File: config.mk
export PLATFORM = sky130hd
export DESIGN_NAME = pipelined_addsub
export DESIGN_NICKNAME = d
export VERILOG_FILES = /design/src/rtl/pipelined_addsub.sv
export SDC_FILE = /design/constraint.sdc
export NUM_CORES = 1
export LEC_CHECK = 0
export ABC_CLOCK_PERIOD_IN_PS = 2850
export CAP_MARGIN = 20
export CORE_MARGIN = 8
export CORE_UTILIZATION = 54
export DETAILED_ROUTE_END_ITERATION = 12
export PLACE_DENSITY = 0.79
export SETUP_SLACK_MARGIN = 0.5
export SLEW_MARGIN = 5
export SYNTH_ARGS = -nofsm -noshare
export SYNTH_HDL_FRONTEND = slang
export SYNTH_SLANG_ARGS = --single-unit
File: constraint.sdc
create_clock -name clk -period 2.85 [get_ports clk]
set_input_delay 0.285 -clock clk [delete_from_list [all_inputs] [get_ports clk]]
set_output_delay 0.285 -clock clk [all_outputs]
set_load 0.02 [all_outputs]
File: src/rtl/pipelined_addsub.sv
// ============================================================================
//  Module      : pipelined_addsub
//  Description : Pipelined ripple-carry adder/subtractor. A WIDTH-bit
//                operation is split into STAGES slices of CHUNK bits, one
//                slice per pipeline stage, with valid/ready flow control on
//                both sides and one operation per cycle throughput.
//  Ports       : clk, rst (sync, active-high)
//                in_valid/in_ready, a, b, cin, sub   - operand side
//                out_valid/out_ready, sum, cout, ovf - result side
//  Revision    : 1.0 - initial release
// ============================================================================
`default_nettype none

module pipelined_addsub #(
  parameter int WIDTH  = 16,
  parameter int STAGES = 4
) (
  input  logic             clk,
  input  logic             rst,
  input  logic             in_valid,
  output logic             in_ready,
  input  logic [WIDTH-1:0] a,
  input  logic [WIDTH-1:0] b,
  input  logic             cin,
  input  logic             sub,
  output logic             out_valid,
  input  logic             out_ready,
  output logic [WIDTH-1:0] sum,
  output logic             cout,
  output logic             ovf
);

  localparam int CHUNK = WIDTH / STAGES;
  localparam int LAST  = STAGES - 1;

  // Stage registers. Operands are kept shifted right so that the next slice
  // to be added always sits in the low CHUNK bits. The partial sum is
  // assembled from the top down: each stage shifts it right by CHUNK and
  // inserts its own slice at the top, so after the last stage slice 0 lands
  // in the low bits.
  logic             r_v   [STAGES];
  logic [WIDTH-1:0] r_a   [STAGES];
  logic [WIDTH-1:0] r_b   [STAGES];
  logic [WIDTH-1:0] r_s   [STAGES];
  logic             r_c   [STAGES];
  logic             r_ovf;

  logic             w_v_n [STAGES];
  logic [WIDTH-1:0] w_a_n [STAGES];
  logic [WIDTH-1:0] w_b_n [STAGES];
  logic [WIDTH-1:0] w_s_n [STAGES];
  logic             w_c_n [STAGES];
  logic             w_ovf_n;
  logic             w_adv;

  // The whole pipeline moves as one: it advances whenever the output slot
  // is empty or being drained this cycle.
  assign w_adv    = !r_v[LAST] || out_ready;
  assign in_ready = w_adv;

  for (genvar i = 0; i < STAGES; i++) begin : g_stage
    logic [WIDTH-1:0] a_in;
    logic [WIDTH-1:0] b_in;
    logic             c_in;
    logic [CHUNK:0]   slice;

    if (i == 0) begin : g_first
      // Subtraction is A + ~B + ~cin, so both B and the carry are inverted.
      assign a_in     = a;
      assign b_in     = sub ? ~b : b;
      assign c_in     = cin ^ sub;
      assign w_v_n[i] = in_valid;
    end else begin : g_next
      assign a_in     = r_a[i-1];
      assign b_in     = r_b[i-1];
      assign c_in     = r_c[i-1];
      assign w_v_n[i] = r_v[i-1];
    end

    assign slice = {1'b0, a_in[CHUNK-1:0]} + {1'b0, b_in[CHUNK-1:0]}
                 + {{CHUNK{1'b0}}, c_in};

    if (i == 0) begin : g_sum_first
      assign w_s_n[i] = WIDTH'(slice[CHUNK-1:0]) << (WIDTH - CHUNK);
    end else begin : g_sum_next
      assign w_s_n[i] = (r_s[i-1] >> CHUNK)
                      | (WIDTH'(slice[CHUNK-1:0]) << (WIDTH - CHUNK));
    end

    assign w_a_n[i] = a_in >> CHUNK;
    assign w_b_n[i] = b_in >> CHUNK;
    assign w_c_n[i] = slice[CHUNK];

    if (i == LAST) begin : g_last
      // Carry into the MSB is recovered from the MSB's own sum bit:
      // s = a ^ b ^ c  =>  c = a ^ b ^ s.
      assign w_ovf_n = (a_in[CHUNK-1] ^ b_in[CHUNK-1] ^ slice[CHUNK-1])
                     ^ slice[CHUNK];
    end
  end

  always_ff @(posedge clk) begin
    if (rst) begin
      for (int i = 0; i < STAGES; i++) begin
        r_v[i] <= 1'b0;
        r_a[i] <= '0;
        r_b[i] <= '0;
        r_s[i] <= '0;
        r_c[i] <= 1'b0;
      end
      r_ovf <= 1'b0;
    end else if (w_adv) begin
      for (int i = 0; i < STAGES; i++) begin
        r_v[i] <= w_v_n[i];
        r_a[i] <= w_a_n[i];
        r_b[i] <= w_b_n[i];
        r_s[i] <= w_s_n[i];
        r_c[i] <= w_c_n[i];
      end
      r_ovf <= w_ovf_n;
    end
  end

  assign out_valid = r_v[LAST];
  assign sum       = r_s[LAST];
  assign cout      = r_c[LAST];
  assign ovf       = r_ovf;

endmodule

`default_nettype wire

After elaboration in Yosys (flattened, before gate mapping)

Memory sizes are Yosys's and may differ from the RTL's.
Cells that the tools add are included.

Memories: 5
Bits in registers: 1
Output and inout bits: 20
Bits in writable memories: 168
Word-level logic and storage cells: 70
Input bits: 38

Memory list:

| name | depth | width | read ports | clocked after memory_dff | write ports | RTL line | RTL |
|---|---|---|---|---|---|---|---|
| r_s  | 4     | 16    | 4          | 0                        | 4           | 44       | `logic [WIDTH-1:0] r_s [STAGES];` |
| r_a  | 4     | 12    | 3          | 0                        | 4           | 42       | `logic [WIDTH-1:0] r_a [STAGES];` |
| r_b  | 4     | 12    | 3          | 0                        | 4           | 43       | `logic [WIDTH-1:0] r_b [STAGES];` |
| r_c  | 4     | 1     | 4          | 0                        | 4           | 45       | `logic r_c [STAGES];` |
| r_v  | 4     | 1     | 4          | 0                        | 4           | 41       | `logic r_v [STAGES];` |

Mux-type cells: 26
Reductions and logical operators: 2
Add/sub/neg operators: 8
Bitwise operators: 28

Operators with widths:

| kind                                           | count |
|---|---|
| 12-bit 2-to-1 mux                              | 8 |
| 16-bit 2-to-1 mux                              | 5 |
| 12-bit by 16-bit bitwise OR with 16-bit output | 3 |
| 4-bit by 4-bit adder with 5-bit output         | 4 |
| 5-bit by 1-bit adder with 5-bit output         | 4 |
| 1-bit bitwise OR                               | 20 |
| 16-bit NOT                                     | 1 |
| 1-bit 2-to-1 mux                               | 13 |
| 1-bit XOR                                      | 4 |
| 1-bit logical NOT                              | 1 |
| 1-bit logical OR                               | 1 |

Depth between registers and ports, before layout

Gate-level depths: netlist (run 1).
An unclocked memory read counts as a cell.

Depth in word-level cells: 7
Gate-level depth with buffers: 10

Worst setup path after synthesis (run 1)

Ideal clock, no wire load.

Kind: reg-to-reg
Start point: mem r_v[3]
End point: mem r_a[0][0] (netlist bit) (enable)
Data arrival time: 1.926 ns
Cell stages (with the launch flop): 3
Clock period less this slack: 2.340 ns
Setup slack: 0.510 ns
Setup time: 0.414 ns
Cell sequence: edfxtp_1 > nand2b_4 > or2_2

RTL lines:

| what            | RTL line |
|---|---|
| start, declared | 41 |
| end, declared   | 42 |

==> results.json, run 1 <==
{
  "ys_seq_elements": 97,
  "ios": 58,
  "hold_class": "flop to flop",
  "rsz0062_at_grt": "false",
  "grt_pass1_vias": 2251,
  "synth_warnings": 0,
  "routed_wl_mm": 5.68,
  "cts_tree": "done",
  "yosysSeqAreaShare": 0.683,
  "syn_area_sq_um": 4250,
  "clkTransAtPathRegs_ns": 0.09,
  "crit_buf_inv": 2,
  "cts_setup_buffers": 0,
  "ant_nets": 0,
  "cts_made_buffers": 9,
  "syn_inst": 286,
  "drc_errors": 0,
  "gp_congestion": 0.732,
  "start_util": 0.553,
  "power_frac_comb": 0.106,
  "critPathArrivalTime_ns": 2.17,
  "hold_ws_ns": 0.516,
  "finClkSkew_ns": 0.0109,
  "fp.dieH_um": 105,
  "utilization": 0.665,
  "worstSetupPathType": "primary input to flop",
  "setup_violations": 0,
  "synth_compound_area_frac": 0.0253,
  "status": "complete, no violations",
  "core_area_sq_um": 7690,
  "p_int_uw": 2170,
  "vias": 2116,
  "ir_drop_mv": 0.318,
  "initialDrtViolationCount": 47,
  "power_switching_uw": 623,
  "max_slew.worst_pin.slew_ns": 0.570,
  "io_buffers": 57,
  "first_pass_iters": 4,
  "ctsRootBufferMaster": "clkbuf_8",
  "routedWlPerCell_um": 12.5,
  "post_cts_resized": 0,
  "crit_required_ns": 2.95,
  "synth_top_family_by_area": "simple AND/OR/NAND/NOR gates",
  "yosys.area_share.simple": 0.145,
  "synth.mux.area_fraction": 0,
  "critPathTopFamily": "adder cells",
  "cts_buffer_depth": 2,
  "synthesis.nets": 344,
  "ys_async_sr_fraction": 0,
  "switching_share": 0.223,
  "postLayoutCellArea_sq_um": 5110,
  "synth-xor-area-share": 0.0474,
  "cts_num_sinks": 97,
  "syn_to_final_growth_pct": 20.4,
  "maxSlewViolCount": 0,
  "post-route-period-util": 0.727,
  "cp_cell_sequence": "clkdlybuf4s50_1, xnor2_1, fa_1, inv_1, fa_1, nand2_1, nand2_1, a21oi_1, nor2_1",
  "cts_htree_levels": 3,
  "crit_fanout": 4,
  "grtUsageTotal": 0.113,
  "ys.flop_type": "edfxtp_1",
  "p_leak_uw": 0.00208,
  "antenna_found_initial": 0,
  "num_antenna_cells": 0,
  "clock_power_share": 0.283,
  "die-area_sq_um": 11000,
  "die_w_um": 105,
  "cp_slowest_cell": "clkdlybuf4s50_1",
  "finalCriticalPeriod_ns": 2.07,
  "tns_ns": 0,
  "total_power_uw": 2790,
  "placed_cell_area_sq_um": 4930,
  "powerDensity_nw_per_um2": 546,
  "avgSynthCellArea_sq_um": 14.9,
  "grt_max_degree": 70,
  "viasPerCell": 4.67,
  "dp_hpwl_mm": 3.93,
  "synth_cell_types": 27,
  "drive_above_1_share": 0.0712,
  "cp-end-kind": "flop",
  "max_cap_viol_count": 0,
  "synth_edf_count": 96,
  "fmax_mhz": 483,
  "slowest_delay_ns": 0.52,
  "max_slew_margin": 0.620,
  "gr-total-overflow": 0,
  "grt_pass1_wl_mm": 9.96,
  "row_count": 32,
  "seqPwrFrac": 0.611,
  "nets": 404,
  "insertion_delay_ns": 0.35,
  "yosys.area_share.adder": 0.0730,
  "nFillCells": 564,
  "hold_viol_final": 0,
  "start_kind": "primary input",
  "postCtsHoldBufs": 0
}
worst paths after layout:
check,from,end,depth (start not counted),slack (ns)
max,sub,r_c[0]$_SDFFCE_PN0P_,9,0.78
min,r_b[0][6]$_SDFFCE_PN0P_,r_b[0][14]$_SDFFCE_PN0P_,1,0.52
max reg2reg,r_a[0][24]$_SDFFCE_PN0P_,ovf$_SDFFE_PP0N_,6,0.79
min reg2reg,r_b[0][6]$_SDFFCE_PN0P_,r_b[0][14]$_SDFFCE_PN0P_,1,0.52
cell type report:
| class | count | area (sq um) | share of cell area |
|---|---|---|---|
| clock inverters | 6 | 50.0 | 0.00979 |
| repair buffers | 61 | 626 | 0.122 |
| inverters | 11 | 41.3 | 0.00808 |
| clock buffers | 10 | 128 | 0.0250 |
| well taps | 102 | 128 | 0.0250 |
| flip-flops and latches | 97 | 2900 | 0.568 |
| multi-input cells | 166 | 1240 | 0.242 |
registers in the layout, summed over array words and instances (netlist names):
name  flops
ovf       1
r_a      24
r_b      24
r_c       4
r_s      40
r_v       4
layer usage:
| metal | track usage | vias to the layer above | routed length [um] |
|---|---|---|---|
| met5 | 0 | - | 0 |
| met4 | 0.0683 | 0 | 137 |
| met3 | 0.0424 | 9 | 326 |
| met2 | 0.183 | 58 | 2820 |
| met1 | 0.126 | 954 | 2400 |
| li1 | - | 1095 | - |
power by group through the flow:
| stage | clock network, uW | logic, uW | registers, uW |
|---|---|---|---|
| finish | 789 | 297 | 1700 |
| global route | 879 | 331 | 1710 |
| CTS | 817 | 301 | 1700 |
| detailed placement | 0 | 300 | 1740 |
| global placement | 0 | 284 | 1730 |
| floorplan | 0 | 165 | 1750 |
through the flow:
stage / cells / worst slack, ns
floorplan: 286 / 0.510
global placement: 437 / 0.560
detailed placement: 437 / 0.393
CTS: 453 / 0.764
global route: 453 / 0.636
finish: 453 / 0.779
synth_stat cells, types with 4 or more instances:
cell      count  area (sq um)
and2_1       69           432
a21o_1        4          30.0
nor2b_1       5          31.3
a21oi_1       5          25.0
xor2_1        6          52.6
clkbuf_1      5          18.8
edfxtp_1     96          2880
buf_2         4          20.0
xnor2_1      17           149
nor2_1       23          86.3
ha_1         12           150
inv_1        11          41.3
fa_1          8           160
cell usage in the layout (no fill, tap or decap), types with 2 or more instances in the layout:
master / netlist / routed
buf_4: 1 / 2
xnor2_1: 17 / 17
o21ai_0: 3 / 3
xor2_1: 6 / 6
nor3_1: 3 / 3
clkdlybuf4s50_1: 0 / 57
ha_1: 12 / 12
inv_6: 0 / 3
fa_1: 8 / 8
buf_12: 0 / 2
a21oi_2: 2 / 2
inv_1: 11 / 11
nand2_1: 2 / 2
nor2b_1: 5 / 5
a21oi_1: 5 / 5
a21o_1: 4 / 4
clkbuf_8: 0 / 9
edfxtp_1: 96 / 96
clkinvlp_4: 0 / 2
nor2_1: 23 / 23
and2_1: 69 / 69
kinds of logic (layout without fill, tap and decap cells):
family	after synthesis	count (layout)
DFF	97	97
AOI/OAI and AO/OA	16	16
adders and majority gates	20	20
xor gates and xnor gates	23	23
buffers and inverters	23	88
and+or+nand+nor	107	107
(Power assumes the default switching activity.)
==> run 2: changes to the inputs <==
ABC_CLOCK_PERIOD_IN_PS = 1970   (was 2850)
clock period = 1.97 ns   (was 2.85 ns; I/O delays follow)
==> run 2 against run 1 <==
- clock skew up 0.0034 ns
- via count increased by 3.0%
- largest power group unchanged
- clock-buffer cell count fell by 1
- final area increased by 4.6%
==> results.json, run 2 (same netlist as run 1, synthesis figures left out) <==
{
  "grt_max_degree": 36,
  "grt_pass1_wl_mm": 10.8,
  "max_slew.worst_pin.slew_ns": 0.493,
  "worst_slack_ns": 0.0855,
  "top_register": "r_s",
  "largest_reg_flops": 40,
  "drc_errors": 0,
  "top_regs": "r_s (40), r_a (24), r_b (24)",
  "status": "complete, no violations",
  "cts_tree": "done",
  "cts_htree_levels": 3,
  "p_int_uw": 3390,
  "met3_length_um": 373,
  "routed_wl_mm": 6.41,
  "power_frac_comb": 0.110,
  "wl_met1_mm": 2.89,
  "initialDrtViolationCount": 50,
  "start_kind": "flop",
  "ant_nets": 0,
  "gp_congestion": 0.711,
  "vias": 2179,
  "crit_start": "r_c[2]$_SDFFCE_PN0P_",
  "ctsRootBufferMaster": "clkbuf_8",
  "power_switching_uw": 939,
  "crit_required_ns": 2.22,
  "routedWlPerCell_um": 13.9,
  "layout_common_cells": "edfxtp_1, and2_1, clkdlybuf4s50_1",
  "routed.top_layer": "met4",
  "tns_ns": 0,
  "finalCriticalPeriod_ns": 1.88,
  "die_w_um": 105,
  "switching_share": 0.217,
  "worstSetupPathType": "flop to flop",
  "cts_num_sinks": 97,
  "r2r_start": "r_c[2]$_SDFFCE_PN0P_",
  "fmax_mhz": 531,
  "dp_hpwl_mm": 4.07,
  "holdCritStartpoint": "cin",
  "ios": 58,
  "insertion_delay_ns": 0.36,
  "critPathArrivalTime_ns": 2.13,
  "die-area_sq_um": 11000,
  "cts_buffer_depth": 2,
  "viasPerCell": 4.73,
  "wl_met2_mm": 3.03,
  "start_util": 0.553,
  "syn_to_final_growth_pct": 25.9,
  "ir_drop_mv": 0.415,
  "finClkSkew_ns": 0.0143,
  "row_count": 32,
  "rsz0062_at_grt": "true",
  "cts_made_buffers": 9,
  "nets": 412,
  "grt_pass1_vias": 2231,
  "crit_fanout": 2,
  "antenna_found_initial": 0,
  "gr-total-overflow": 0,
  "drive_above_1_share": 0.181,
  "seqPwrFrac": 0.569,
  "cp-end-kind": "flop",
  "max_cap_viol_count": 0,
  "utilization": 0.695,
  "p_leak_uw": 0.00228,
  "post-route-period-util": 0.957,
  "hold_viol_final": 0,
  "fp.dieH_um": 105,
  "grtUsageTotal": 0.123,
  "io_buffers": 57,
  "max_slew_margin": 0.672,
  "pre_cts_ws_ns": -0.218,
  "layout_commonest_cell": "edfxtp_1",
  "clock_power_share": 0.321,
  "powerDensity_nw_per_um2": 810,
  "core_area_sq_um": 7690,
  "num_antenna_cells": 0,
  "hold_class": "primary input to flop",
  "maxSlewViolCount": 0,
  "first_pass_iters": 4,
  "setup_violations": 0,
  "clkTransAtPathRegs_ns": 0.09
}
==> run 2: path summary, 6_finish.rpt <==
kind | to | slack, ns | depth (start not counted)
max | ovf$_SDFFE_PP0N_ | 0.09 | 6
min | r_s[0][12]$_SDFFCE_PN0P_ | 0.48 | 4
min reg2reg | r_s[1][8]$_SDFFCE_PN0P_ | 0.51 | 1
max reg2reg | ovf$_SDFFE_PP0N_ | 0.09 | 6
==> run 2: layer usage <==
metal,up-vias,track usage
met5,-,0
met4,0,0.0581
met3,11,0.0455
met2,55,0.191
met1,1005,0.149
li1,1108,-
==> run 2: cell type report <==
class | count | area [sq um]
flip-flops and latches | 97 | 2900
fillers | 536 | 2340
multi-input cells | 167 | 1380
repair buffers | 68 | 677
well taps | 102 | 128
clock buffers | 9 | 124
clock inverters | 7 | 92.6
inverters | 11 | 41.3
==> run 2: critical path, cell delays in order, from the launching register on <==
cell and delay (ns):
edfxtp_1 0.43, fa_2 0.42, fa_2 0.35, a21o_1 0.19, a21oi_2 0.15, xnor2_1 0.15
a211oi_2 0.08
==> run 2: what timing repair did <==
item	in CTS	in global routing
setup buffers	2	2
endpoints found under the setup margin	88	43
pin swaps	10	11
hold buffers	0	0
cloned	1	0
resized for setup	39	18
==> run 2: per-stage QoR <==
stage	area, sq um	power (uW)	hold slack (ns)	instances
global placement	5050	2950	0.500	440
global route	5350	4500	0.476	461
CTS	5280	4340	0.473	459
detailed placement	5050	2970	0.503	440
floorplan	4350	2800	0.262	286
finish	5350	4330	0.484	461
==> run 2: power by group through the flow <==
stage | clock network [uW] | logic, uW | registers (uW)
2_1_floorplan | 0 | 264 | 2530
3_3_place_gp | 0 | 442 | 2510
3_5_place_dp | 0 | 460 | 2510
4_1_cts | 1410 | 458 | 2470
5_1_grt | 1490 | 529 | 2480
6_report | 1390 | 477 | 2460
==> run 3: changes to the inputs <==
CORE_MARGIN = 2   (was 8)
==> run 3 against run 2 <==
- power decreased by 3.4%
- die area decreased by 22%
- register-to-register slack about the same
- via count increased by 1.4%
- setup slack got worse by 0.014 ns
- critical path depth unchanged
==> results.json, run 3 (same netlist as run 1, synthesis figures left out) <==
{
  "status": "complete, no violations",
  "pre_cts_ws_ns": -0.222,
  "hold_class": "primary input to flop",
  "top_regs": "r_s (40), r_a (24), r_b (24)",
  "cts_num_sinks": 97,
  "worstSetupPathType": "flop to flop",
  "nets": 412,
  "largest_reg_flops": 40,
  "max_cap_viol_count": 0,
  "max_slew_margin": 0.661,
  "num_antenna_cells": 0,
  "maxSlewViolCount": 0,
  "first_pass_iters": 4,
  "tns_ns": 0,
  "viasPerCell": 4.79,
  "io_buffers": 57,
  "clkTransAtPathRegs_ns": 0.09,
  "r2r_start": "r_c[2]$_SDFFCE_PN0P_",
  "clock_power_share": 0.300,
  "insertion_delay_ns": 0.35,
  "cts_htree_levels": 3,
  "routed_wl_mm": 5.91,
  "grt_pass1_vias": 2103,
  "worst_slack_ns": 0.0718,
  "cts_buffer_depth": 2,
  "fmax_mhz": 527,
  "critPathArrivalTime_ns": 2.14,
  "ir_drop_mv": 0.352,
  "crit_fanout": 2,
  "top_register": "r_s",
  "drive_above_1_share": 0.173,
  "die-area_sq_um": 8590,
  "finalCriticalPeriod_ns": 1.90,
  "post-route-period-util": 0.964,
  "p_int_uw": 3260,
  "die_w_um": 92.7,
  "crit_start": "r_c[2]$_SDFFCE_PN0P_",
  "cp-end-kind": "flop",
  "grtUsageTotal": 0.154,
  "row_count": 32,
  "fp.dieH_um": 92.7,
  "r2r_slack_ns": 0.07,
  "final_cells": 461,
  "drc_errors": 0,
  "endpoint": "ovf$_SDFFE_PP0N_",
  "power_switching_uw": 924,
  "grt_max_degree": 36,
  "cts_made_buffers": 9,
  "start_kind": "flop",
  "gp_congestion": 0.754,
  "seqPwrFrac": 0.589,
  "initialDrtViolationCount": 162,
  "grt_pass1_wl_mm": 9.94,
  "r2r-end": "ovf$_SDFFE_PP0N_",
  "cts_tree": "done",
  "nFillCells": 550,
  "max_slew.worst_pin.slew_ns": 0.509,
  "routedWlPerCell_um": 12.8,
  "hold_viol_final": 0,
  "setup_violations": 0,
  "dp_hpwl_mm": 3.67,
  "start_util": 0.553,
  "layout_commonest_cell": "edfxtp_1",
  "power_frac_comb": 0.112,
  "switching_share": 0.221,
  "crit_required_ns": 2.21,
  "rsz0062_at_grt": "true",
  "p_leak_uw": 0.00226,
  "ctsRootBufferMaster": "clkbuf_8",
  "vias": 2210,
  "syn_to_final_growth_pct": 25.1,
  "ios": 58,
  "finClkSkew_ns": 0.00680,
  "place_inst": 439,
  "layout_common_cells": "edfxtp_1, and2_1, clkdlybuf4s50_1",
  "core_area_sq_um": 7690,
  "postCtsHoldBufs": 0,
  "antenna_found_initial": 0,
  "ant_nets": 0,
  "powerDensity_nw_per_um2": 788,
  "gr-total-overflow": 0,
  "r2r_cells": 6
}
[run 3: cell types whose count changed in the layout (fill, tap and decap cells not counted), sizes merged]
cell           change
clkinvlp           +1
clkdlybuf4s15      -1
dlymetal6s2s       +1
clkbuf             +1
bufinv             -1
clkdlybuf4s50      -1
[run 3: critical path: stages, from the launching register on]
cell and delay [ns]:
edfxtp_1 0.41, fa_2 0.42, fa_2 0.35, a21o_1 0.18, a21oi_2 0.17, xnor2_1 0.16, a211oi_2 0.09
[run 3: per-stage QoR]
stage                      util  cell area [sq um]  hold slack, ns  total power [uW]
after floorplan               -               4350           0.262              2800
after global placement    0.657               5050           0.499              2950
after detailed placement  0.657               5050           0.502              2970
after CTS                 0.684               5260           0.473              4200
after global routing      0.691               5310           0.446              4370
final                     0.691               5310           0.444              4190
[run 3: layout make-up]
type	instances	area [sq um]	area share
sequential	97	2900	0.546
multi-input combinational	167	1370	0.257
timing repair buffer	68	681	0.128
tap	102	128	0.0240
clock buffer	9	124	0.0233
clock inverter	7	70.1	0.0132
inverter	11	41.3	0.00777
[run 3: timing repair]
action | in CTS | in global routing
setup endpoints to repair | 81 | 101
gates resized for setup | 39 | 17
buffers inserted | 3 | 2
pin swaps | 17 | 24
gates cloned | 1 | 0
[run 3: worst min-delay path by stage]
stage | startpoint | endpoint | slack [ns] | cells past startpoint
floorplan | rst | ovf$_SDFFE_PP0N_ | 0.26 | 1
global placement | r_s[2][4]$_SDFFCE_PN0P_ | r_s[3][0]$_SDFFCE_PN0P_ | 0.50 | 1
detailed placement | r_s[2][8]$_SDFFCE_PN0P_ | r_s[3][4]$_SDFFCE_PN0P_ | 0.50 | 1
CTS | a[12] | r_a[0][8]$_SDFFCE_PN0P_ | 0.47 | 2
global route | a[1] | r_s[0][13]$_SDFFCE_PN0P_ | 0.45 | 3
finish | a[1] | r_s[0][13]$_SDFFCE_PN0P_ | 0.44 | 3
[run 3: routing by layer]
metal / global-route usage / vias to the layer above / share of wire / wire (um)
met5: 0 / - / 0 / 0
met4: 0.0907 / 0 / 0.027 / 161
met3: 0.0317 / 16 / 0.051 / 301
met2: 0.238 / 61 / 0.48 / 2820
met1: 0.203 / 1025 / 0.45 / 2630
li1: - / 1108 / - / -
[run 3: power by group through the flow]
stage          combinational (uW)  sequential [uW]  clock (uW)
6_report                      469             2460        1250
3_5_place_dp                  454             2510           0
3_3_place_gp                  438             2510           0
4_1_cts                       452             2460        1290
5_1_grt                       522             2480        1370
2_1_floorplan                 264             2530           0
